## src/rtl/apb_ss_guard_pkg.sv

```systemverilog
// Shared types and helpers for the APB subsystem guard.
package apb_ss_guard_pkg;

    typedef enum logic [2:0] {
        IDLE,
        SETUP,
        ACCESS,
        RESP,
        TOUT,
        ERR
    } guard_state_e;

    localparam logic [31:0] ERR_RDATA_DEFAULT = 32'hDEAD_BEEF;

    // Compared at 64 bits so base+size cannot wrap for any address up to 63 bits.
    function automatic logic in_window(input logic [63:0] addr,
                                       input logic [63:0] base,
                                       input logic [63:0] size);
        return (addr >= base) && (addr < base + size);
    endfunction

endpackage

```

## src/rtl/apb_ss_guard_timer.sv

```systemverilog
// Downstream access wait counter; expired marks the last allowed wait cycle.
module apb_ss_guard_timer #(
    parameter int unsigned TIMEOUT_CYCLES = 256
) (
    input  logic clk,
    input  logic reset_n,
    input  logic clr,
    input  logic run,
    output logic expired
);

    localparam int unsigned CW = $clog2(TIMEOUT_CYCLES);

    logic [CW-1:0] cnt_q, cnt_d;

    always_comb begin
        cnt_d = cnt_q;
        if (clr) begin
            cnt_d = '0;
        end else if (run) begin
            cnt_d = cnt_q + 1'b1;
        end
    end

    always_ff @(posedge clk) begin
        if (!reset_n) begin
            cnt_q <= '0;
        end else begin
            cnt_q <= cnt_d;
        end
    end

    assign expired = (cnt_q == CW'(TIMEOUT_CYCLES - 1));

endmodule

```

## src/rtl/apb_ss_guard.sv

```systemverilog
// APB protection stage in front of one subsystem: window/enable check and PREADY timeout.
// Optional feature macro: APB_SS_GUARD_STATS_EN (saturating timeout counter).
module apb_ss_guard
    import apb_ss_guard_pkg::*;
#(
    parameter int unsigned       APB_AW         = 32,
    parameter int unsigned       APB_DW         = 32,
    parameter int unsigned       SS_CTRL_W      = 7,
    parameter logic [APB_AW-1:0] ADDR_BASE      = APB_AW'(32'h0105_0000),
    parameter logic [APB_AW-1:0] SS_SIZE        = APB_AW'(32'h1000),
    parameter int unsigned       TIMEOUT_CYCLES = 256,
    parameter logic [APB_DW-1:0] ERR_RDATA      = APB_DW'(ERR_RDATA_DEFAULT)
) (
    input  logic                  clk,
    input  logic                  reset_n,
    input  logic [SS_CTRL_W-1:0]  ss_ctrl,
    input  logic                  clear_status,

    input  logic [APB_AW-1:0]     S_PADDR,
    input  logic                  S_PSEL,
    input  logic                  S_PENABLE,
    input  logic                  S_PWRITE,
    input  logic [APB_DW-1:0]     S_PWDATA,
    input  logic [APB_DW/8-1:0]   S_PSTRB,
    output logic [APB_DW-1:0]     S_PRDATA,
    output logic                  S_PREADY,
    output logic                  S_PSLVERR,

    output logic [APB_AW-1:0]     M_PADDR,
    output logic                  M_PSEL,
    output logic                  M_PENABLE,
    output logic                  M_PWRITE,
    output logic [APB_DW-1:0]     M_PWDATA,
    output logic [APB_DW/8-1:0]   M_PSTRB,
    input  logic [APB_DW-1:0]     M_PRDATA,
    input  logic                  M_PREADY,
    input  logic                  M_PSLVERR,

    output logic                  timeout_flag,
    output logic [15:0]           timeout_count
);

    guard_state_e state_q, state_d;

    logic [APB_AW-1:0]   m_paddr_q, m_paddr_d;
    logic                m_psel_q, m_psel_d;
    logic                m_penable_q, m_penable_d;
    logic                m_pwrite_q, m_pwrite_d;
    logic [APB_DW-1:0]   m_pwdata_q, m_pwdata_d;
    logic [APB_DW/8-1:0] m_pstrb_q, m_pstrb_d;
    logic [APB_DW-1:0]   s_prdata_q, s_prdata_d;
    logic                s_pready_q, s_pready_d;
    logic                s_pslverr_q, s_pslverr_d;
    logic                timeout_flag_q, timeout_flag_d;

    logic addr_ok;
    logic tmr_clr, tmr_run, tmr_expired;
    logic tout_evt;
    logic ctrl_unused;

    assign ctrl_unused = ^ss_ctrl[SS_CTRL_W-1:1];
    assign addr_ok     = in_window(64'(S_PADDR), 64'(ADDR_BASE), 64'(SS_SIZE));
    assign tout_evt    = (state_d == TOUT);

    apb_ss_guard_timer #(
        .TIMEOUT_CYCLES (TIMEOUT_CYCLES)
    ) u_timer (
        .clk     (clk),
        .reset_n (reset_n),
        .clr     (tmr_clr),
        .run     (tmr_run),
        .expired (tmr_expired)
    );

    always_ff @(posedge clk) begin
        if (!reset_n) begin
            state_q <= IDLE;
        end else begin
            state_q <= state_d;
        end
    end

    always_comb begin
        state_d = state_q;
        tmr_clr = 1'b0;
        tmr_run = 1'b0;
        case (state_q)
            IDLE: begin
                if (S_PSEL && !S_PENABLE) begin
                    state_d = (ss_ctrl[0] && addr_ok) ? SETUP : ERR;
                end
            end
            SETUP: begin
                state_d = ACCESS;
                tmr_clr = 1'b1;
            end
            ACCESS: begin
                if (M_PREADY) begin
                    state_d = RESP;
                end else if (tmr_expired) begin
                    state_d = TOUT;
                end else begin
                    tmr_run = 1'b1;
                end
            end
            RESP, TOUT, ERR: state_d = IDLE;
            default:         state_d = IDLE;
        endcase
    end

    // Outputs are decoded from the next state so every port comes straight from a flop.
    always_comb begin
        m_paddr_d   = m_paddr_q;
        m_pwrite_d  = m_pwrite_q;
        m_pwdata_d  = m_pwdata_q;
        m_pstrb_d   = m_pstrb_q;
        m_psel_d    = 1'b0;
        m_penable_d = 1'b0;
        s_pready_d  = 1'b0;
        s_pslverr_d = 1'b0;
        s_prdata_d  = '0;

        if (state_q == IDLE && state_d == SETUP) begin
            m_paddr_d  = S_PADDR;
            m_pwrite_d = S_PWRITE;
            m_pwdata_d = S_PWDATA;
            m_pstrb_d  = S_PSTRB;
        end

        case (state_d)
            SETUP: begin
                m_psel_d = 1'b1;
            end
            ACCESS: begin
                m_psel_d    = 1'b1;
                m_penable_d = 1'b1;
            end
            RESP: begin
                s_pready_d  = 1'b1;
                s_pslverr_d = M_PSLVERR;
                s_prdata_d  = m_pwrite_q ? '0 : M_PRDATA;
            end
            TOUT, ERR: begin
                s_pready_d  = 1'b1;
                s_pslverr_d = 1'b1;
                s_prdata_d  = ERR_RDATA;
            end
            default: ;
        endcase
    end

    // A timeout in the same cycle as clear_status leaves the flag set.
    always_comb begin
        timeout_flag_d = timeout_flag_q;
        if (clear_status) begin
            timeout_flag_d = 1'b0;
        end
        if (tout_evt) begin
            timeout_flag_d = 1'b1;
        end
    end

    always_ff @(posedge clk) begin
        if (!reset_n) begin
            m_paddr_q      <= '0;
            m_psel_q       <= 1'b0;
            m_penable_q    <= 1'b0;
            m_pwrite_q     <= 1'b0;
            m_pwdata_q     <= '0;
            m_pstrb_q      <= '0;
            s_prdata_q     <= '0;
            s_pready_q     <= 1'b0;
            s_pslverr_q    <= 1'b0;
            timeout_flag_q <= 1'b0;
        end else begin
            m_paddr_q      <= m_paddr_d;
            m_psel_q       <= m_psel_d;
            m_penable_q    <= m_penable_d;
            m_pwrite_q     <= m_pwrite_d;
            m_pwdata_q     <= m_pwdata_d;
            m_pstrb_q      <= m_pstrb_d;
            s_prdata_q     <= s_prdata_d;
            s_pready_q     <= s_pready_d;
            s_pslverr_q    <= s_pslverr_d;
            timeout_flag_q <= timeout_flag_d;
        end
    end

`ifdef APB_SS_GUARD_STATS_EN
    logic [15:0] timeout_count_q, timeout_count_d;

    always_comb begin
        timeout_count_d = timeout_count_q;
        if (tout_evt && clear_status) begin
            timeout_count_d = 16'd1;
        end else if (clear_status) begin
            timeout_count_d = '0;
        end else if (tout_evt && timeout_count_q != 16'hFFFF) begin
            timeout_count_d = timeout_count_q + 16'd1;
        end
    end

    always_ff @(posedge clk) begin
        if (!reset_n) begin
            timeout_count_q <= '0;
        end else begin
            timeout_count_q <= timeout_count_d;
        end
    end

    assign timeout_count = timeout_count_q;
`else
    assign timeout_count = '0;
`endif

    assign M_PADDR      = m_paddr_q;
    assign M_PSEL       = m_psel_q;
    assign M_PENABLE    = m_penable_q;
    assign M_PWRITE     = m_pwrite_q;
    assign M_PWDATA     = m_pwdata_q;
    assign M_PSTRB      = m_pstrb_q;
    assign S_PRDATA     = s_prdata_q;
    assign S_PREADY     = s_pready_q;
    assign S_PSLVERR    = s_pslverr_q;
    assign timeout_flag = timeout_flag_q;

endmodule

```

## config.mk

```make
export PLATFORM = sky130hd
export DESIGN_NAME = apb_ss_guard
export DESIGN_NICKNAME = d
export VERILOG_FILES = /design/src/rtl/apb_ss_guard_pkg.sv /design/src/rtl/apb_ss_guard_timer.sv /design/src/rtl/apb_ss_guard.sv
export SDC_FILE = /design/constraint.sdc
export NUM_CORES = 1
export LEC_CHECK = 0
export ABC_AREA = 0
export CELL_PAD_IN_SITES_DETAIL_PLACEMENT = 1
export CELL_PAD_IN_SITES_GLOBAL_PLACEMENT = 1
export CORE_ASPECT_RATIO = 1.25
export CORE_MARGIN = 4
export CORE_UTILIZATION = 28
export DETAILED_ROUTE_END_ITERATION = 10
export GPL_TIMING_DRIVEN = 0
export PLACE_DENSITY = 0.88
export SYNTH_ARGS = -nofsm -noshare
export SYNTH_HDL_FRONTEND = slang
export SYNTH_HIERARCHICAL = 1
export SYNTH_SLANG_ARGS = --single-unit
```

## constraint.sdc

```tcl
create_clock -name clk -period 2.23 [get_ports clk]
set_input_delay 0.446 -clock clk [delete_from_list [all_inputs] [get_ports clk]]
set_output_delay 0.446 -clock clk [all_outputs]
set_load 0.05 [all_outputs]
```

==> results.md, run 1 <==
- Outcome: finished, final reports clean
- Vias: 3757
- Adder-cell share of the synthesized area: less than 1%
- Via density: about 4.3
- Unrepaired setup endpoints after global routing: yes
- Clock group share of total power: between 50% and 60%
- Synthesized area: about 4300 um^2
- Hold Path Class: flip-flop to flip-flop
- Synth top area share: 54.2%
- Commonest cells in the netlist: dfxtp_1 (117), mux2i_1 (50), nor2b_1 (50), nand2_1 (27)
- Pwr dens: 733 nW/um^2
- Antenna diodes: 0
- Int Pwr: between 4 and 5 mW
- Vias in the first global route: approximately 4200
- Worst Max-Slew Pin Slew: between 500 and 600 ps
- Cts hold-fix bufs: 0
- Max Clk Rate: approximately 450 MHz
- Syn avg cell area: approximately 11 um^2
- Count of pins over their slew limit: 0
- Synth area leader: dfxtp_1
- Final clock skew: ~7.4 ps
- Max-cap violations: 0
- Syn Inst Count: 400
- GRT Total Usage: between 10% and 20%
- Setup violators final: 0
- CP Launch Type: input pin
- Synth Warn #: 6
- Worst skew pair latency: about 400 ps
- Chip width: around 120 um
- Top-count cell post-synth: dfxtp_1
- TritonRoute pass-1 iters: 4
- Core box area: between 15000 and 20000 um^2
- NetSw: about 1.3 mW
- Chip height: between 100 and 150 um
- Initial Utilization: 28.7%
- Total Die Area: roughly 17000 um^2
- WL final: between 10 and 15 mm
- First-pass GRT wire length: roughly 23 mm
- Fin util: 49.2%
- Max_slew headroom: 60.5%
- Simple-Gate Fraction of Synth Area: a little under a fifth
- Largest cells by area after synthesis: dfxtp_1 (54%), mux2i_1 (12%), nor2b_1 (7.2%), a21boi_0 (3.0%), buf_4 (2.8%)
- 1st-iter DRT viols: about 110
- Area Growth Syn to Fin: 71.7%
- GRT overflow: 0
- Sw Share: 23.5%
- Combinational Power Share: a little over a tenth
- Worst vdd ir: between 0.3 and 0.4 mV
- Worst setup path category: input pin to flip-flop
- CTS tree: built
- Synth Area in Compound Gates: 7.06%
- Sequential Power Share: ~39%
- Root Buffer: clkbuf_16
- Hpwl dp: between 10 and 15 mm
- Io pins: approximately 240
- CTS buffer count: 17
- Async SR Flop Fraction: 0%
- Drt drc: 0
- CP max FO: 10
- CP arrival: about 2500 ps
- I/O Buffers: about 210
- Tmin final: around 2200 ps
- Pleak: 2.68 nW
- Per-cell routed wire length: roughly 17 um
- # fillers: 1637
- CP endpoint kind: flip-flop
- Multiplexer share of the synthesized area: a little under an eighth
- Clock transition at the registers of the reported paths: 60 ps
- EDFF count, synth: 0
- CTS H-tree lvls: 4
- Max Root-Sink Buffers: 2
- Share of cells above drive strength 1: a little over 10%
- Final nets: roughly 770
- RD Place Congestion: around 0.76
- Fin crit share: between 90% and 100%
- Hold_ws: between 400 and 500 ps
- Final Power: roughly 5.4 mW
- Initial antenna violation count: 1
- Largest family of logic cells by synthesized area: simple AND/OR/NAND/NOR gates
- Post-synth cell types: 42
- FF+latch count, synth: roughly 120
- CTS sink count: approximately 120
- XOR/XNOR Fraction of Synth Area: 0.811%
- Ys flop type: dfxtp_1
- Final hold vios: 0
- WP data required: between 2000 and 3000 ps
- Row cnt: 50
- Seq/Total Area, Yosys: a little over half
- Largest net degree at the start of global routing: 17
- Post-route ant nets: 0
==> timing repair <==
item | in CTS | in global routing
setup endpoints to repair | 20 | 63
gates resized for setup | 1 | 4
hold endpoints to repair | 0 | 0
pin swaps | 1 | 0
setup buffers | 2 | 2
gates cloned | 0 | 0
==> registers in the layout (all words and copies together), names as in the netlist <==
register / cells
M_PENABLE: 1
timeout_flag: 1
S_PREADY: 1
state_q: 3
M_PSTRB: 4
M_PWRITE: 1
M_PSEL: 1
u_timer/cnt_q: 8
M_PWDATA: 32
S_PRDATA: 32
S_PSLVERR: 1
M_PADDR: 32
==> logic make-up after synthesis <==
| family | Yosys count |
|---|---|
| multiplexers | 50 |
| AND/OR/NAND/NOR | 142 |
| adder cells (fa/ha/maj) | 1 |
| other | 1 |
| XOR/XNOR | 4 |
| AO/OA/AOI/OAI | 43 |
| flip-flops | 117 |
| buffers and inverters | 42 |
==> power by group through the flow <==
stage                     logic [mW]  registers [mW]  clock network [mW]
final                          0.577            2.14                2.72
after global routing           0.613            2.14                2.90
after CTS                      0.579            2.14                2.79
after detailed placement       0.570            2.18                   0
after global placement         0.559            2.18                   0
after floorplan                0.170            2.29                   0
==> layout make-up <==
cell class,instances,area [um^2],share of cell area [%]
sequential,117,2340,31.6
timing repair buffer,218,2170,29.3
multi-input combinational,256,1750,23.5
clock buffer,19,433,5.83
buffer,40,300,4.05
tap,208,260,3.51
clock inverter,13,159,2.14
inverter,2,7.51,0.101
==> placed cells by master (no fill, tap or decap), types with 5 or more instances in the layout <==
| master | count |
|---|---|
| nand3_1 | 5 |
| clkbuf_16 | 17 |
| and2_1 | 17 |
| and3_1 | 9 |
| buf_4 | 20 |
| clkdlybuf4s50_1 | 214 |
| clkbuf_1 | 15 |
| a21boi_1 | 10 |
| a21oi_1 | 5 |
| mux2i_1 | 49 |
| conb_1 | 16 |
| nor2_1 | 12 |
| dfxtp_1 | 117 |
| nand2_1 | 27 |
| a21boi_0 | 17 |
| nor2b_1 | 50 |
==> worst max-delay path, stage by stage <==
cell and delay, ps:
clkdlybuf4s50_1 470, nor4bb_2 320, o311ai_1 180, nor4b_2 300, buf_6 240, buf_8 180, mux2i_2 270, nor2b_1 70
==> through the flow <==
| step | instance area [um^2] | setup slack [ps] | TNS, ps | instances |
|---|---|---|---|---|
| CTS | 7390 | 12.1 | 0 | 871 |
| floorplan | 4380 | 401 | 0 | 415 |
| global placement | 6780 | -387 | -21390 | 837 |
| global route | 7420 | -85.4 | -883 | 873 |
| finish | 7420 | 17.9 | 0 | 873 |
| detailed placement | 6780 | -531 | -35110 | 837 |
==> path summary, 6_finish.rpt <==
check              startpoint  slack, ps  depth (start not counted)          end
hold / removal    M_PADDR[13]        460                          1  M_PADDR[13]
setup reg to reg   state_q[2]        220                          7  M_PADDR[11]
hold reg to reg   M_PADDR[13]        460                          1  M_PADDR[13]
setup / recovery  S_PADDR[24]         20                          8  M_PADDR[11]
==> metal layers <==
metal / share of wire, % / track usage, % / routed length, um
met5: 0 / 0 / 0
met4: 2.1 / 5.68 / 303
met3: 7.2 / 5.74 / 1040
met2: 54 / 30.3 / 7850
met1: 37 / 17.2 / 5370
(Power assumes the default switching activity.)
==> inputs of run 2 (changes only) <==
Clock period 2.23 ns to 2.13 ns, I/O delays scaled along.
==> results.md, run 2 (same netlist as run 1, synthesis figures left out) <==
- Max-cap violations: 0
- Worst vdd ir: just under 0.4 mV
- Fin area: approximately 7500 um^2
- CP Launch Type: input pin
- CTS sink count: between 100 and 150
- CP arrival: ~2400 ps
- Vias: approximately 3800
- Max Root-Sink Buffers: 2
- Final hold vios: 0
- GRT Total Usage: 16.5%
- Pwr dens: 757 nW/um^2
- First-pass GRT wire length: about 23 mm
- CP endpoint kind: flip-flop
- Pleak: 2.74 nW
- Worst setup path category: input pin to flip-flop
- Final nets: around 770
- Worst Min Path Start: M_PADDR[13]
- Area post-placement: 6780 um^2
- Max_slew headroom: 60.5%
- Cts hold-fix bufs: 0
- R2R Setup Slk: roughly 190 ps
- Commonest non-fill, non-tap cells in the layout: clkdlybuf4s50_1 (211), dfxtp_1 (117), nor2b_1 (50)
- TritonRoute pass-1 iters: 4
- Via density: approximately 4.3
- Max Clk Rate: approximately 470 MHz
- Final Power: between 5 and 6 mW
- Hold Path Class: flip-flop to flip-flop
- Hold_ws: roughly 460 ps
- WP data required: 2410 ps
- Chip width: approximately 120 um
- WL final: roughly 15 mm
- CTS H-tree lvls: 4
- Vias in the first global route: 4249
- Fin crit share: about 100%
- Count of pins over their slew limit: 0
- Initial antenna violation count: 1
- Clock transition at the registers of the reported paths: ~60 ps
- Antenna diodes: 0
- Worst reg2reg endpoint: M_PADDR[1]
- Post-route ant nets: 0
- CP Capture Point: M_PADDR[1]
- Worst reg-to-reg path cell count: 7
- Core box area: between 15000 and 20000 um^2
- Reg2reg start: state_q[2]
- Drt drc: 0
- CTS buffer count: 17
- GRT overflow: 0
- RD Place Congestion: about 0.76
- Area Growth Syn to Fin: 74.4%
- Row cnt: 50
- Pre-CTS setup slack: -611 ps
- Largest net degree at the start of global routing: 17
- Tmin final: ~2100 ps
- Share of cells above drive strength 1: a little under an eighth
- Final clock skew: 8.36 ps
- Worst Max-Slew Pin Slew: around 590 ps
- Critical Path Start: ss_ctrl[0]
- Root Buffer: clkbuf_16
- Most common cell after layout, fill and taps aside: clkdlybuf4s50_1
- Per-cell routed wire length: ~17 um
- Total Die Area: ~17000 um^2
- I/O Buffers: 214
- CTS tree: built
- 1st-iter DRT viols: between 80 and 90
- Outcome: finished, final reports clean
- # fillers: between 1500 and 2000
- Initial Utilization: 28.7%
- Worst skew pair latency: 400 ps
- Io pins: 237
- Chip height: about 150 um
- Setup violators final: 0
- Hpwl dp: ~11 mm
- CP max FO: 10
- Final setup margin: between 6 and 7 ps
[run 2: changes by cell type in the layout (fill, tap and decap cells not counted), moves of 2 or more]
cell	previous run	this run
mux2i_1	49	45
mux2i_2	1	5
clkdlybuf4s50_1	214	211
dlymetal6s2s_1	0	3
buf_12	4	6
buf_4	20	22
[run 2: stage by stage]
step | utilization (%) | instances | TNS, ps
final | 50.0 | 876 | 0
after global routing | 50.0 | 876 | -1990
after CTS | 49.2 | 873 | 0
after detailed placement | 45.0 | 837 | -43390
after global placement | 45.0 | 837 | -29560
after floorplan | - | 415 | 0
[run 2: how the worst min path moves through the flow]
| stage | to | slack (ps) | cells past startpoint |
|---|---|---|---|
| finish | M_PADDR[13] | 460 | 1 |
| global route | M_PADDR[25] | 480 | 1 |
| CTS | M_PADDR[19] | 470 | 1 |
| detailed placement | M_PADDR[19] | 450 | 1 |
| global placement | M_PADDR[26] | 440 | 1 |
| floorplan | state_q[2] | 450 | 1 |
[run 2: timing repair]
| action | in CTS | in global routing |
|---|---|---|
| gates cloned | 0 | 1 |
| pin swaps | 2 | 3 |
| gates resized for setup | 3 | 15 |
| setup buffers | 4 | 3 |
| setup endpoints to repair | 72 | 65 |
[run 2: area by class of cell]
class,instances,area (um^2),area share (%)
Clock inverter,13,159,2.11
Tap cell,208,260,3.45
Multi-Input combinational cell,256,1800,23.8
Timing Repair Buffer,222,2240,29.7
Inverter,2,7.51,0.0996
Sequential cell,117,2340,31.1
Clock buffer,19,433,5.74
Buffer,39,300,3.98
[run 2: power by group]
part	switching, mW	internal (mW)
Combinational	0.310	0.299
Sequential	0.0140	2.22
Clock	1.02	1.83
Total	1.34	4.36
[run 2: per-layer routing]
layer	wire, um	part of all wire (%)	vias up	global-route usage, %
met1	5520	37	1783	17.2
met5	0	0	-	0
met3	1030	7.0	23	5.74
met4	332	2.3	0	5.68
li1	-	-	1812	-
met2	7870	53	163	30.6
[run 2: worst max-delay path, cell delays in order]
cell             delay, ps
clkdlybuf4s50_1        450
nor3b_1                330
nand2_1                120
nor4b_2                310
buf_6                  250
buf_12                 180
mux2i_1                250
nor2b_1                 70
